===== src/rtl/instr_fetch_if.sv =====
// instr_fetch_if: host control, instruction-memory and core-side signals of the fetch stage.
interface instr_fetch_if #(parameter int ADDR_W = 8);
  logic start, stop, stall, imem_req, instr_valid, busy, done;
  logic [ADDR_W:0] prog_len, pc;
  logic [ADDR_W-1:0] imem_addr;
  logic [15:0] imem_rdata, instr;
  modport slave (
    input start, stop, prog_len, stall, imem_rdata,
    output imem_req, imem_addr, instr_valid, instr, busy, done, pc
  );
  modport master (
    output start, stop, prog_len, stall, imem_rdata,
    input imem_req, imem_addr, instr_valid, instr, busy, done, pc
  );
endinterface


===== src/rtl/instr_fetch.sv =====
// instr_fetch: walks a pc over a 1-cycle-latency imem and feeds the core through a small FIFO.
// Define IFETCH_LOOP_EN to wrap pc back to 0 after len-1 and fetch until stop.
module instr_fetch #(
  parameter int ADDR_W = 8,
  parameter int DEPTH = 4
) (
  input logic i_clock,
  input logic i_reset_n,
  instr_fetch_if.slave bus
);
  localparam int PW = $clog2(DEPTH);
  localparam int CW = PW + 1;
  localparam logic [ADDR_W:0] ONE = 1;
`ifdef IFETCH_LOOP_EN
  localparam bit LOOP = 1'b1;
`else
  localparam bit LOOP = 1'b0;
`endif
  typedef enum logic [1:0] {IDLE, FETCH, DRAIN} state_t;
  state_t r_state, w_state_nx;
  logic [ADDR_W:0] r_pc, r_len;
  logic [CW-1:0] r_cnt;
  logic [PW-1:0] r_wptr, r_rptr;
  logic [15:0] r_fifo [DEPTH];
  logic r_inflight, r_zdone;
  logic w_pop, w_credit, w_issue, w_last, w_accept, w_done;
  always_comb begin
    w_state_nx = r_state;
    w_issue = 1'b0;
    w_done = 1'b0;
    w_accept = (r_state == IDLE) & bus.start & !bus.stop;
    w_pop = (r_cnt != '0) & !bus.stall;
    // The word returning this cycle is already counted by r_inflight.
    w_credit = ({1'b0, r_cnt} + (CW+1)'(r_inflight) - (CW+1)'(w_pop)) < (CW+1)'(DEPTH);
    w_last = (r_pc + ONE) == r_len;
    case (r_state)
      IDLE: w_state_nx = (w_accept && bus.prog_len != '0) ? FETCH : IDLE;
      FETCH: begin
        w_issue = (r_pc < r_len) & w_credit & !bus.stop;
        w_state_nx = (w_issue && w_last && !LOOP) ? DRAIN : FETCH;
      end
      DRAIN: begin
        w_done = !r_inflight && r_cnt == '0 && !bus.stop;
        w_state_nx = (!r_inflight && r_cnt == '0) ? IDLE : DRAIN;
      end
      default: w_state_nx = IDLE;
    endcase
    if (bus.stop) w_state_nx = IDLE;
  end
  always_ff @(posedge i_clock or negedge i_reset_n) begin
    if (!i_reset_n) begin
      r_state <= IDLE;
      r_pc <= '0;
      r_len <= '0;
      r_cnt <= '0;
      r_wptr <= '0;
      r_rptr <= '0;
      r_inflight <= 1'b0;
      r_zdone <= 1'b0;
    end else begin
      r_state <= w_state_nx;
      r_zdone <= w_accept & (bus.prog_len == '0);
      r_inflight <= w_issue;
      r_pc <= (bus.stop | w_accept | (w_issue & LOOP & w_last)) ? '0 : w_issue ? r_pc + ONE : r_pc;
      if (w_accept) r_len <= bus.prog_len;
      if (bus.stop) begin
        r_cnt <= '0;
        r_wptr <= '0;
        r_rptr <= '0;
      end else begin
        r_cnt <= r_cnt + CW'(r_inflight) - CW'(w_pop);
        r_wptr <= r_wptr + PW'(r_inflight);
        r_rptr <= r_rptr + PW'(w_pop);
      end
    end
  end
  always_ff @(posedge i_clock) begin
    if (r_inflight) r_fifo[r_wptr] <= bus.imem_rdata;
  end
  assign bus.imem_req = w_issue;
  assign bus.imem_addr = r_pc[ADDR_W-1:0];
  assign bus.instr_valid = w_pop;
  assign bus.instr = (r_cnt != '0) ? r_fifo[r_rptr] : '0;
  assign bus.busy = r_state != IDLE;
  assign bus.done = w_done | r_zdone;
  assign bus.pc = r_pc;
endmodule


===== src/flat_wrapper.sv =====
// flat-port wrapper written by rule: the top's interface ports become plain ports
module instr_fetch_flat 
#(
  parameter int ADDR_W = 8,
  parameter int DEPTH = 4
)
  (i_clock, i_reset_n, bus_start, bus_stop, bus_prog_len, bus_stall, bus_imem_rdata, bus_imem_req, bus_imem_addr, bus_instr_valid, bus_instr, bus_busy, bus_done, bus_pc);
  instr_fetch_if #(.ADDR_W(ADDR_W)) bus_i ();
  input logic i_clock;
  input logic i_reset_n;
  input wire logic [$bits(bus_i.start)-1:0] bus_start;
  input wire logic [$bits(bus_i.stop)-1:0] bus_stop;
  input wire logic [$bits(bus_i.prog_len)-1:0] bus_prog_len;
  input wire logic [$bits(bus_i.stall)-1:0] bus_stall;
  input wire logic [$bits(bus_i.imem_rdata)-1:0] bus_imem_rdata;
  output wire logic [$bits(bus_i.imem_req)-1:0] bus_imem_req;
  output wire logic [$bits(bus_i.imem_addr)-1:0] bus_imem_addr;
  output wire logic [$bits(bus_i.instr_valid)-1:0] bus_instr_valid;
  output wire logic [$bits(bus_i.instr)-1:0] bus_instr;
  output wire logic [$bits(bus_i.busy)-1:0] bus_busy;
  output wire logic [$bits(bus_i.done)-1:0] bus_done;
  output wire logic [$bits(bus_i.pc)-1:0] bus_pc;
  assign bus_i.start = bus_start;
  assign bus_i.stop = bus_stop;
  assign bus_i.prog_len = bus_prog_len;
  assign bus_i.stall = bus_stall;
  assign bus_i.imem_rdata = bus_imem_rdata;
  assign bus_imem_req = bus_i.imem_req;
  assign bus_imem_addr = bus_i.imem_addr;
  assign bus_instr_valid = bus_i.instr_valid;
  assign bus_instr = bus_i.instr;
  assign bus_busy = bus_i.busy;
  assign bus_done = bus_i.done;
  assign bus_pc = bus_i.pc;
  instr_fetch #(.ADDR_W(ADDR_W), .DEPTH(DEPTH)) u_core (.i_clock(i_clock), .i_reset_n(i_reset_n), .bus(bus_i));
endmodule

===== config.mk =====
export PLATFORM = sky130hd
export DESIGN_NAME = instr_fetch_flat
export DESIGN_NICKNAME = d
export VERILOG_FILES = /design/src/rtl/instr_fetch_if.sv /design/src/rtl/instr_fetch.sv /design/src/flat_wrapper.sv
export SDC_FILE = /design/constraint.sdc
export NUM_CORES = 1
export LEC_CHECK = 0
export ABC_AREA = 1
export CAP_MARGIN = 0
export CORE_AREA = 2 2 111 113
export DETAILED_ROUTE_END_ITERATION = 6
export DIE_AREA = 0 0 113 115
export DONT_BUFFER_PORTS = 1
export GPL_TIMING_DRIVEN = 1
export PLACE_DENSITY_LB_ADDON = 0.25
export SLEW_MARGIN = 40
export SYNTH_ARGS = -nofsm -noshare
export SYNTH_HDL_FRONTEND = slang
export SYNTH_SLANG_ARGS = --single-unit

===== constraint.sdc =====
create_clock -name i_clock -period 3.4 [get_ports i_clock]
set_input_delay 0.68 -clock i_clock [delete_from_list [all_inputs] [get_ports i_clock]]
set_output_delay 0.68 -clock i_clock [all_outputs]
set_load 0.01 [all_outputs]

* Word level (Yosys, flattened, before mapping)
Memories as Yosys holds them, arrays and structs flattened.
Index checks and enable logic that the tools add are counted.
** Word-level totals
- Register bits after elaboration :: 29
- Input bits :: 30
- Memories :: 1
- Output and inout port bits :: 37
- Logic and storage cells :: 58
- Memory bits (writable) :: 64
** Cells by class
- Reduce and logical (&&, ||, !) cells :: 14
- Bitwise gates (word level) :: 8
- $add $sub $neg :: 7
- Eq/ne operators :: 3
- Magnitude comparators :: 2
- Muxes and demuxes :: 15
** Memory list
- u_core.r_fifo :: depth 4, bits a word 16, read ports 1, clocked after memory_dff 0, wr ports 1, line instr_fetch.sv:24 : logic [15:0] r_fifo [DEPTH];
** Operator list (count)
- 9-bit two-way mux :: 2
- 16-bit two-way mux :: 1
- 2-bit two-way mux :: 5
- 9-bit by 1-bit adder with 9-bit output, second input constant :: 1
- 9-bit equality test :: 1
- 9-bit logical NOT :: 1
- 9-bit less-than comparator :: 1
- 9-bit nonzero test :: 1
- 1-bit AND :: 6
- 2-bit case mux with 3 select lines :: 1
- 1-bit two-way mux :: 5
- 2-bit by 1-bit adder with 2-bit output :: 2
- 3-bit by 1-bit adder with 4-bit output :: 1
- 1-bit logical AND :: 4
- 4-bit by 3-bit less-than comparator with 1-bit output, second input constant :: 1
- 2-bit nonzero test :: 2
- 4-bit by 1-bit subtractor with 4-bit output :: 1
- 3-bit by 1-bit adder with 3-bit output :: 1
- 1-bit logical NOT :: 3
- 3-bit logical NOT :: 1
- 3-bit two-way mux :: 1
- 3-bit nonzero test :: 1
- 3-bit by 1-bit subtractor with 3-bit output :: 1
- 2-bit by 1-bit equality test with 1-bit output, second input constant :: 1
- other kinds (3) :: 4

* Logic depth before layout (Yosys ltp)
Gate-level depths: netlist (run 1).
- Depth after elaboration :: 10
- Gate-level depth with buffers :: 14
- Depth with buffers taken out :: 14

* Least setup slack after synthesis (run 1)
No wires, ideal clock.
- Path type :: register -> output
- From :: reg u_core.r_cnt[2]
- To :: out bus_imem_req
- Cell stages (with the launch flop) :: 13
- Required time :: 2.720 ns
- Buffers on the path :: 0
- Setup slack :: 0.356 ns
- Arrival :: 2.364 ns
- Cell sequence :: dfrtp_1 nor3_2 nor2_1 nand2_1 nand2_1 ha_1 fa_1 xnor2_1 nor2_1 nand3_1 a21oi_2 nand2_2 inv_1
** Between the ends
- Longest elaborated chain between the ends :: 7
- Elaborated cells between the ends (all ways) :: 8
- Those cells by class :: add/sub (2); order compare (1); mux (1); bitwise (3); reduce/logical (1)
** RTL lines
- from (decl) :: line instr_fetch.sv:22 : logic [CW-1:0] r_cnt;
- from (signal assigned) :: line instr_fetch.sv:71 : r_cnt <= r_cnt + CW'(r_inflight) - CW'(w_pop);
- branches (longest 2 deep; another with 3-bit by 1-bit adder with 4-bit output)
- 4-bit by 1-bit subtractor with 4-bit output * :: line instr_fetch.sv:34 : w_credit = ({1'b0, r_cnt} + (CW+1)'(r_inflight) - (CW+1)'(w_pop)) < (CW+1)'(DEPTH);
- 4-bit by 3-bit less-than comparator with 1-bit output * :: line instr_fetch.sv:34
- 1-bit AND * (2 in a row) :: line instr_fetch.sv:39 : w_issue = (r_pc < r_len) & w_credit & !bus.stop;
- 1-bit two-way mux * :: line instr_fetch.sv:36 : case (r_state)
- to (decl) :: line flat_wrapper.sv:16 : output wire logic [$bits(bus_i.imem_req)-1:0] bus_imem_req;
Every way passes the cells marked *.

* Worst setup path after layout (run 1)
- From :: reg u_core.r_cnt[1]
- To :: out bus_imem_req
Same word-level chain as after synthesis.

==> summary by stage, run 1 <==
Floorplanning
The die covers 0.0130 mm². The placeable core region is 0.0118 mm². During I/O placement, the number of pins put on the boundary was 67. The width of the chip is 113 µm.

The die is 115 µm tall. The initial utilization of the core area, before any placement, comes to 37.8%. The number of placement rows is 40.

Setup path
The highest-delay cell along the critical path is sky130_fd_sc_hd__dfrtp_1. For this run, the slowest stage of the critical path takes 0.40 ns. The critical path is of the register to output pin type.

Walking the worst path, the cells encountered are nor3_2 -> nor2_1 -> nand2_1 -> nand2_1 -> ha_1 -> fa_1 -> xnor2_1 -> nor2_1 -> nand3_1 -> a21oi_2 -> nand2_2 -> inv_2. The data arrival at the endpoint of the critical path is 2.48 ns. The maximum fanout count along the critical path is 4.

Data on the critical path is required at its endpoint by 2.72 ns. The capture instance of the worst register-to-register path is u_core.bus.pc[0]. The type of origin of the critical path is a register. The origin of the critical flop-to-flop path is u_core.r_cnt[1].

STA classifies the critical path endpoint as an output pin. The logic depth of the worst register-to-register path is 14. The setup slack of the worst register-to-register path is 0.87 ns.

Synthesis
For this run, the number of Yosys warnings is 0. The number of synthesized register bits is 93. Synthesis produced a netlist with a net count of 499. The post-synthesis instance total is 452. The sequential-to-total area share from yosys stat is 59.3%. The mean area per synthesized cell is 9.88 µm².

The number of distinct library cell variants in the gate-level netlist after synthesis is 31. The area of the mapped netlist is 0.00447 mm².

STA
The final number of hold-violating endpoints is 0. The routed design could run at a clock period as short as 3.16 ns. The slew at the pin with the worst max-slew slack is 0.721 ns. The total negative slack is 0 ns.

The final number of max-transition violations is 0. Measured against its own limit, the worst slew margin works out to 51.7%. Setup violations remaining at the end of the flow were counted as 0.

The highest attainable clock frequency is 0.317 GHz. Setup repair after global routing left no endpoint under its margin. In the finished design, the share of the clock period the worst path needs comes to 92.9%. The final clock skew is 0.00401 ns.

Route
The highest metal layer carrying signal wires in the routed design is met4. The total length of routed met3 wires is 606 µm. Once detail routing completed, the nets flagged for antenna violations numbered 0. The detailed-route wire length on metal 1 is 3.95 mm. For this run, the detailed router's first-pass iteration total came to 6. The routed design uses 4.52 mm of met2 wire.

The total length of routed wires is 9.12 mm. The via count is 2978. After the first detailed-routing iteration, the DRC count stood at 144. Dividing the detail-routed wire length by the instance count gives 15.1 µm. The ratio of routed vias to standard cells is 4.94. The DRC violation count after routing is 7.

GRT
The number of antenna violations at the first check in global routing is 0. Summed over all layers, the global routing overflow is 0. Entering global routing, the biggest net connects 34 pins. The first-pass GRT wire length is 15.2 mm. The number of global-route vias before repair is 2977. The global routing usage summed across all routing layers is 15.2%.

Clocking
The root buffer cell is sky130_fd_sc_hd__clkbuf_16. After clock tree synthesis, the clock-pin slew on the worst setup and hold paths is 0.07 ns. TritonCTS built the clock tree. CTS built an H-tree with a depth of 3.

The count of hold-fix buffers inserted at cts is 0. The number of clock buffers inserted by TritonCTS is 9. The number of buffers on the longest clock path is 2. The count of clock tree sinks is 93.

The clock reaches the later pin of the worst-skew pair after 0.33 ns.

Placement
In this run the cell area measured after placement is 0.00460 mm². Routability-driven placement finished with a final weighted congestion of 0.786. In this run the tool buffered the top-level ports with 0 buffer cells. The half-perimeter wire length of the detailed placement result is 6.12 mm.

Including well taps, the total number of placed cells is 585.

Run status
The final reports fail on design-rule violations. The flow ran to the end, but the final reports show violations.

Min path
The min-delay analysis places its worst path in the category primary input to async pin.

Layout
The repair_antennas step left the layout with diodes totalling 0. The layout has 1152 filler cells. Relative to the synthesized area, the layout overhead comes to 9.47%. The share of the core filled with cells is 41.4%. In the final layout, the share of cells above drive strength 1 is 12.5%. The net count of the finished layout is 498. With fillers left out, the area of the finished cells amounts to 0.00489 mm². The final instance count without filler cells is 603.

Run
The reported max-cap violation count is 0.

Pwr
The clock network accounts for 29.6% of the total power. The internal portion of the total power is 2.04 mW. The completed layout was analyzed and its total power is 3.08 mW. Net switching is 33.9% of the power. For this design the ratio of total power to cell area is 631 mW/mm². The leakage component of the power is 1.97 nW.

The fraction of power consumed by sequential logic is 42.9%. VDD sags by at most 269 µV. The power share of the combinational group is 27.6%.

The switching power summed over all nets is 1.04 mW.
worst max-delay path by stage:
stage | start | to | cells past startpoint
5_1_grt | u_core.r_cnt[1] | bus_imem_req | 12
6_report | u_core.r_cnt[1] | bus_imem_req | 12
3_5_place_dp | bus_stall | bus_imem_req | 11
3_3_place_gp | bus_stall | bus_imem_req | 11
4_1_cts | u_core.r_cnt[2] | bus_imem_req | 12
2_1_floorplan | u_core.r_cnt[2] | bus_imem_req | 12
placed cells by master, fill, tap and decap left out, types with 3 or more instances in the layout:
| cell | netlist | final |
|---|---|---|
| sky130_fd_sc_hd__nand3_1 | 28 | 28 |
| sky130_fd_sc_hd__nand2_1 | 53 | 53 |
| sky130_fd_sc_hd__nand2_2 | 7 | 7 |
| sky130_fd_sc_hd__buf_4 | 8 | 10 |
| sky130_fd_sc_hd__ha_1 | 16 | 16 |
| sky130_fd_sc_hd__o21ai_0 | 35 | 35 |
| sky130_fd_sc_hd__nor3_2 | 1 | 5 |
| sky130_fd_sc_hd__o21ai_2 | 7 | 7 |
| sky130_fd_sc_hd__edfxtp_1 | 64 | 64 |
| sky130_fd_sc_hd__clkbuf_16 | 0 | 9 |
| sky130_fd_sc_hd__a21oi_1 | 28 | 28 |
| sky130_fd_sc_hd__inv_1 | 45 | 43 |
| sky130_fd_sc_hd__clkinv_2 | 0 | 3 |
| sky130_fd_sc_hd__nand4_1 | 3 | 3 |
| sky130_fd_sc_hd__dfrtp_1 | 29 | 29 |
| sky130_fd_sc_hd__nor2_1 | 92 | 92 |
power by group through the flow:
stage | Sequential [mW] | Clock [mW] | Combinational (mW)
finish | 1.32 | 0.912 | 0.851
global route | 1.33 | 0.986 | 0.981
CTS | 1.32 | 0.945 | 0.842
detailed placement | 1.35 | 0 | 0.836
global placement | 1.34 | 0 | 0.825
floorplan | 1.33 | 0 | 0.645
sequential cells by signal (all words and copies together), names as in the netlist:
name               flops
u_core.r_fifo         64
u_core.bus.pc          9
u_core.r_cnt           3
u_core.r_zdone         1
u_core.r_inflight      1
u_core.r_state         2
u_core.r_wptr          2
u_core.r_len           9
u_core.r_rptr          2
per-stage QoR:
step           hold WS [ns]  worst slack [ns]
2_1_floorplan         0.384             0.356
3_3_place_gp          0.386             0.510
3_5_place_dp          0.386             0.463
4_1_cts              0.0146             0.126
5_1_grt              0.0109          0.000171
6_report             0.0356             0.241
synthesized netlist by cell type, drive strengths merged:
| cell type | n | area, µm² |
|---|---|---|
| a21oi | 30 | 158 |
| nor3 | 5 | 30.0 |
| o22ai | 1 | 12.5 |
| inv | 45 | 169 |
| fa | 1 | 20.0 |
| o21bai | 1 | 7.51 |
| clkbuf | 10 | 37.5 |
| edfxtp | 64 | 1920 |
| buf | 12 | 91.3 |
| nand4 | 3 | 18.8 |
| and2 | 1 | 6.26 |
| nand3b | 1 | 7.51 |
| mux2 | 1 | 11.3 |
| nand3 | 30 | 160 |
| xnor2 | 2 | 17.5 |
| dfrtp | 29 | 726 |
| nor4 | 2 | 12.5 |
| o21ai | 42 | 236 |
| nor2 | 96 | 380 |
| ha | 16 | 200 |
| nand2 | 60 | 243 |
layout make-up:
class | count | area (µm²) | share of cell area [%]
Sequential cell | 93 | 2650 | 54.1
Multi-Input combinational cell | 292 | 1540 | 31.5
Clock buffer | 9 | 225 | 4.61
Tap cell | 147 | 184 | 3.76
Inverter | 45 | 169 | 3.45
Timing Repair Buffer | 10 | 75.1 | 1.54
Clock inverter | 7 | 47.5 | 0.972
routing by layer:
layer | vias to the layer above | global-route usage, %
li1 | 1509 | -
met1 | 1389 | 18.3
met2 | 76 | 26.2
met3 | 4 | 5.22
met4 | 0 | 4.15
met5 | - | 0
kinds of logic (layout without fill, tap and decap cells):
| logic type | after synthesis | in the layout | synth area share [%] |
|---|---|---|---|
| buffers and inverters | 67 | 71 | 6.67 |
| AO/OA/AOI/OAI | 74 | 74 | 9.27 |
| XOR/XNOR | 2 | 2 | 0.392 |
| AND/OR/NAND/NOR | 198 | 198 | 19.2 |
| multiplexers | 1 | 1 | 0.252 |
| flip-flops | 93 | 93 | 59.3 |
| adder cells (fa/ha/maj) | 17 | 17 | 4.93 |
worst max-delay path, delay by kind of cell (launching register included):
| family | cells | cell delay [ns] |
|---|---|---|
| xor gates and xnor gates | 1 | 0.15 |
| DFF | 1 | 0.40 |
| buffers and inverters | 1 | 0.12 |
| adders and majority gates | 2 | 0.59 |
| AOI/OAI and AO/OA | 1 | 0.15 |
| and+or+nand+nor | 7 | 0.75 |
timing repair:
item,4_1_cts,5_1_grt
setup endpoints to repair,0,1
gates resized for setup,0,1
endpoints found under the hold margin,0,0
buffers inserted,0,2
(Power assumes the default switching activity.)
==> inputs of run 2 (changes only) <==
--- a/config.mk
+++ b/config.mk
@@ -13,6 +13,7 @@
 export DONT_BUFFER_PORTS = 1
 export GPL_TIMING_DRIVEN = 1
 export PLACE_DENSITY_LB_ADDON = 0.25
+export REMOVE_ABC_BUFFERS = 1
 export SLEW_MARGIN = 40
 export SYNTH_ARGS = -nofsm -noshare
 export SYNTH_HDL_FRONTEND = slang
==> run 2 against run 1 <==
Net effect:
- via count decreased by 0.60%
- sequential power about the same
- the flow still finishes with violations (design-rule violations)
- global-route usage decreased by 0.37 points
- sequential cell count unchanged
- combinational power decreased by 1%
- largest cell class unchanged
- critical path depth stayed put
- power up 2.8%
- largest power group unchanged
==> summary by stage, run 2 (synthesized netlist as in run 1, its figures left out) <==
Layout
The flip-flop count of the largest register, all copies and words added came to 64 (unchanged). The layout overhead on the synthesized area is 9.86% (was 9.47%). The area of all placed cells without fillers is 0.00491 mm² (was 0.00489 mm²). The antenna diode count is 0 (unchanged). The number of nets in the layout is 496 (was 498). The largest register by flop count is u_core.r_fifo (unchanged). The fraction of layout instances using a drive strength above 1 was 12.1% (was 12.5%).

Most frequent cells in the layout: sky130_fd_sc_hd__nor2_1, sky130_fd_sc_hd__edfxtp_1, sky130_fd_sc_hd__nand2_1, sky130_fd_sc_hd__inv_1, sky130_fd_sc_hd__o21ai_0 (unchanged). The most common library cell in the layout ignoring fill and taps is sky130_fd_sc_hd__nor2_1 (unchanged).

Setup path
The maximum fanout count along the critical path is 4 (unchanged). The origin of the critical flop-to-flop path is u_core.r_cnt[2] (was u_core.r_cnt[1]). The capture instance of the worst register-to-register path is u_core.bus.pc[0] (unchanged). The data arrival at the endpoint of the critical path is 2.54 ns (was 2.48 ns).

The category of the worst setup path capture point is an output pin (unchanged). The setup slack of the worst register-to-register path is 0.83 ns (was 0.87 ns). The start-to-end type of the worst setup path is register to output pin (unchanged). The logic depth of the worst register-to-register path came to 14 (unchanged). The type of origin of the critical path is a register (unchanged).

The required time of the critical path is 2.72 ns (about the same).

STA
The highest attainable clock frequency is 0.311 GHz (was 0.317 GHz). The tightest hold margin is 0.0282 ns (was 0.0356 ns). The final number of max-transition violations is 0 (unchanged).

The slew at the pin with the worst max-slew slack came to 0.657 ns (was 0.721 ns). The final number of hold-violating endpoints is 0 (unchanged). The count of endpoints failing setup in the final report is 0 (unchanged). The relative slew slack is 56.1% (was 51.7%). The post-route fraction of the period consumed by the critical path is 94.6% (was 92.9%). The final critical path time including I/O delays and setup is 3.22 ns (was 3.16 ns).

The final clock skew was 0.00467 ns (was 0.00401 ns).

GRT
The global routing usage summed across all routing layers is 14.8% (was 15.2%). The largest net degree at the start of global routing is 34 (unchanged). The number of global-route vias before repair is 2999 (was 2977). The remaining global-route overflow was 0 (unchanged). The number of antenna violations at the first check in global routing was 0 (unchanged).

The first-pass GRT wire length is 14.9 mm (was 15.2 mm).

Floorplanning
The number of placement rows is 40 (unchanged). The number of top-level pins is 67 (unchanged). The initial standard-cell utilization of the core is 37.8% (unchanged). The placeable core region is 0.0118 mm² (unchanged).

The overall die area is 0.0130 mm² (unchanged). The die span in y was 115 µm (unchanged). The width of the chip is 113 µm (unchanged).

Pwr
The power per unit of standard cell area came to 646 mW/mm² (was 631 mW/mm²). The internal power contribution was 2.10 mW (was 2.04 mW). The leakage component of the power came to 1.97 nW (about the same).

The switching fraction of total power is 33.7% (was 33.9%). The peak supply drop came to 264 µV (was 269 µV). The clock share of power is 31.8% (was 29.6%). The power share of the combinational group came to 26.6% (was 27.6%). The switching power summed over all nets is 1.07 mW (was 1.04 mW). The fraction of power consumed by sequential logic is 41.7% (was 42.9%).

Placement
The total placed instance area was 0.00460 mm² (unchanged). The global placer's final weighted congestion came to 0.805 (was 0.786). The port buffer count is 0 (unchanged). The half-perimeter wire length of the detailed placement result is 6.07 mm (was 6.12 mm).

Clocking
The number of clock buffers inserted by TritonCTS was 9 (unchanged). The number of H-tree levels is 3 (unchanged). The count of clock tree sinks came to 93 (unchanged).

The TritonCTS clock tree is done (unchanged). The root buffer cell was sky130_fd_sc_hd__clkbuf_16 (unchanged). The number of buffers on the longest clock path is 2 (unchanged). The clock-pin transition on the worst setup and hold timing paths came to 0.06 ns (was 0.07 ns). The clock latency reported for the late side of the worst-skew pair is 0.34 ns (was 0.33 ns). The number of buffers inserted to repair setup after CTS is 0 (unchanged).

Route
The remaining number of nets flagged by the antenna check after routing is 0 (unchanged). The DRC violation count after routing was 5 (was 7). The ratio of routed vias to standard cells is 4.93 (was 4.94).

The total length of routed wires is 9.03 mm (was 9.12 mm). The number of detailed-routing iterations run before antenna repair was 6 (unchanged). The number of DRC markers in iteration 0 is 129 (was 144).

The via count is 2960 (was 2978). The routed wire length per instance is 15.0 µm (was 15.1 µm).

Min path
The type of the tightest min-delay check is primary input to async pin (unchanged).

Run status
Violations in the final reports: design-rule violations (unchanged). Result of the run: finished with violations (unchanged).

Run
The reported max-cap violation count is 0 (unchanged).
==> run 2: changes by cell type in the layout (fill, tap and decap cells not counted), sizes merged <==
cell / before / now
inv: 47 / 46
clkinv: 3 / 2
clkbuf: 9 / 10
bufinv: 0 / 1
buf: 10 / 8
==> run 2: what timing repair did <==
action	4_1_cts	5_1_grt
endpoints found under the hold margin	0	0
gates resized for setup	0	2
setup endpoints to repair	0	1
hold buffers	0	0
==> run 2: worst max path at each step <==
stage / startpoint / end / slack, ns
3_5_place_dp: bus_stall / bus_imem_req / 0.42
6_report: u_core.r_cnt[2] / bus_imem_req / 0.18
3_3_place_gp: bus_stall / bus_imem_req / 0.52
5_1_grt: u_core.r_cnt[2] / bus_imem_req / -0.005
2_1_floorplan: u_core.r_cnt[2] / bus_imem_req / -0.07
4_1_cts: u_core.r_cnt[2] / bus_imem_req / 0.05
==> run 2: power by group through the flow <==
stage / Combinational, mW / Sequential (mW) / Clock, mW
global route: 0.957 / 1.33 / 1.08
floorplan: 0.568 / 1.37 / 0
CTS: 0.852 / 1.32 / 1.04
global placement: 0.825 / 1.34 / 0
finish: 0.842 / 1.32 / 1.01
detailed placement: 0.846 / 1.35 / 0
==> run 2: metrics by stage <==
stage                     cells  power (mW)  setup WS, ns  utilization (%)   TNS, ns
after floorplan             430        1.94       -0.0718                -   -0.0718
after global placement      585        2.17         0.519             39.0         0
after detailed placement    585        2.19         0.415             39.0         0
after CTS                   601        3.21        0.0461             41.5         0
after global routing        601        3.36      -0.00487             41.5  -0.00487
final                       601        3.17         0.185             41.5         0
==> run 2: area by class of cell <==
cell class | instances | area [µm²]
fill | 1128 | 6900
sequential | 93 | 2650
multi-input combinational | 292 | 1540
clock buffer | 10 | 229
tap | 147 | 184
inverter | 45 | 169
clock inverter | 6 | 73.8
timing repair buffer | 8 | 60.1
==> run 2: metal layers <==
layer	GRT usage, %	vias up	wire, µm
met5	0	-	0
met4	4.88	0	115
met3	4.85	11	560
met2	26.0	65	4620
met1	17.3	1388	3740
li1	-	1496	-
==> run 2: worst max-delay path: stages, from the launching register on <==
cell and delay (ns):
sky130_fd_sc_hd__dfrtp_1 0.41, sky130_fd_sc_hd__nor3_2 0.21, sky130_fd_sc_hd__nor2_1 0.09, sky130_fd_sc_hd__nand2_2 0.10, sky130_fd_sc_hd__nand2_1 0.06, sky130_fd_sc_hd__ha_1 0.20, sky130_fd_sc_hd__fa_1 0.39, sky130_fd_sc_hd__xnor2_1 0.17
sky130_fd_sc_hd__nor2_1 0.10, sky130_fd_sc_hd__nand3_1 0.10, sky130_fd_sc_hd__a21oi_2 0.17, sky130_fd_sc_hd__nand2_2 0.08, sky130_fd_sc_hd__inv_2 0.11
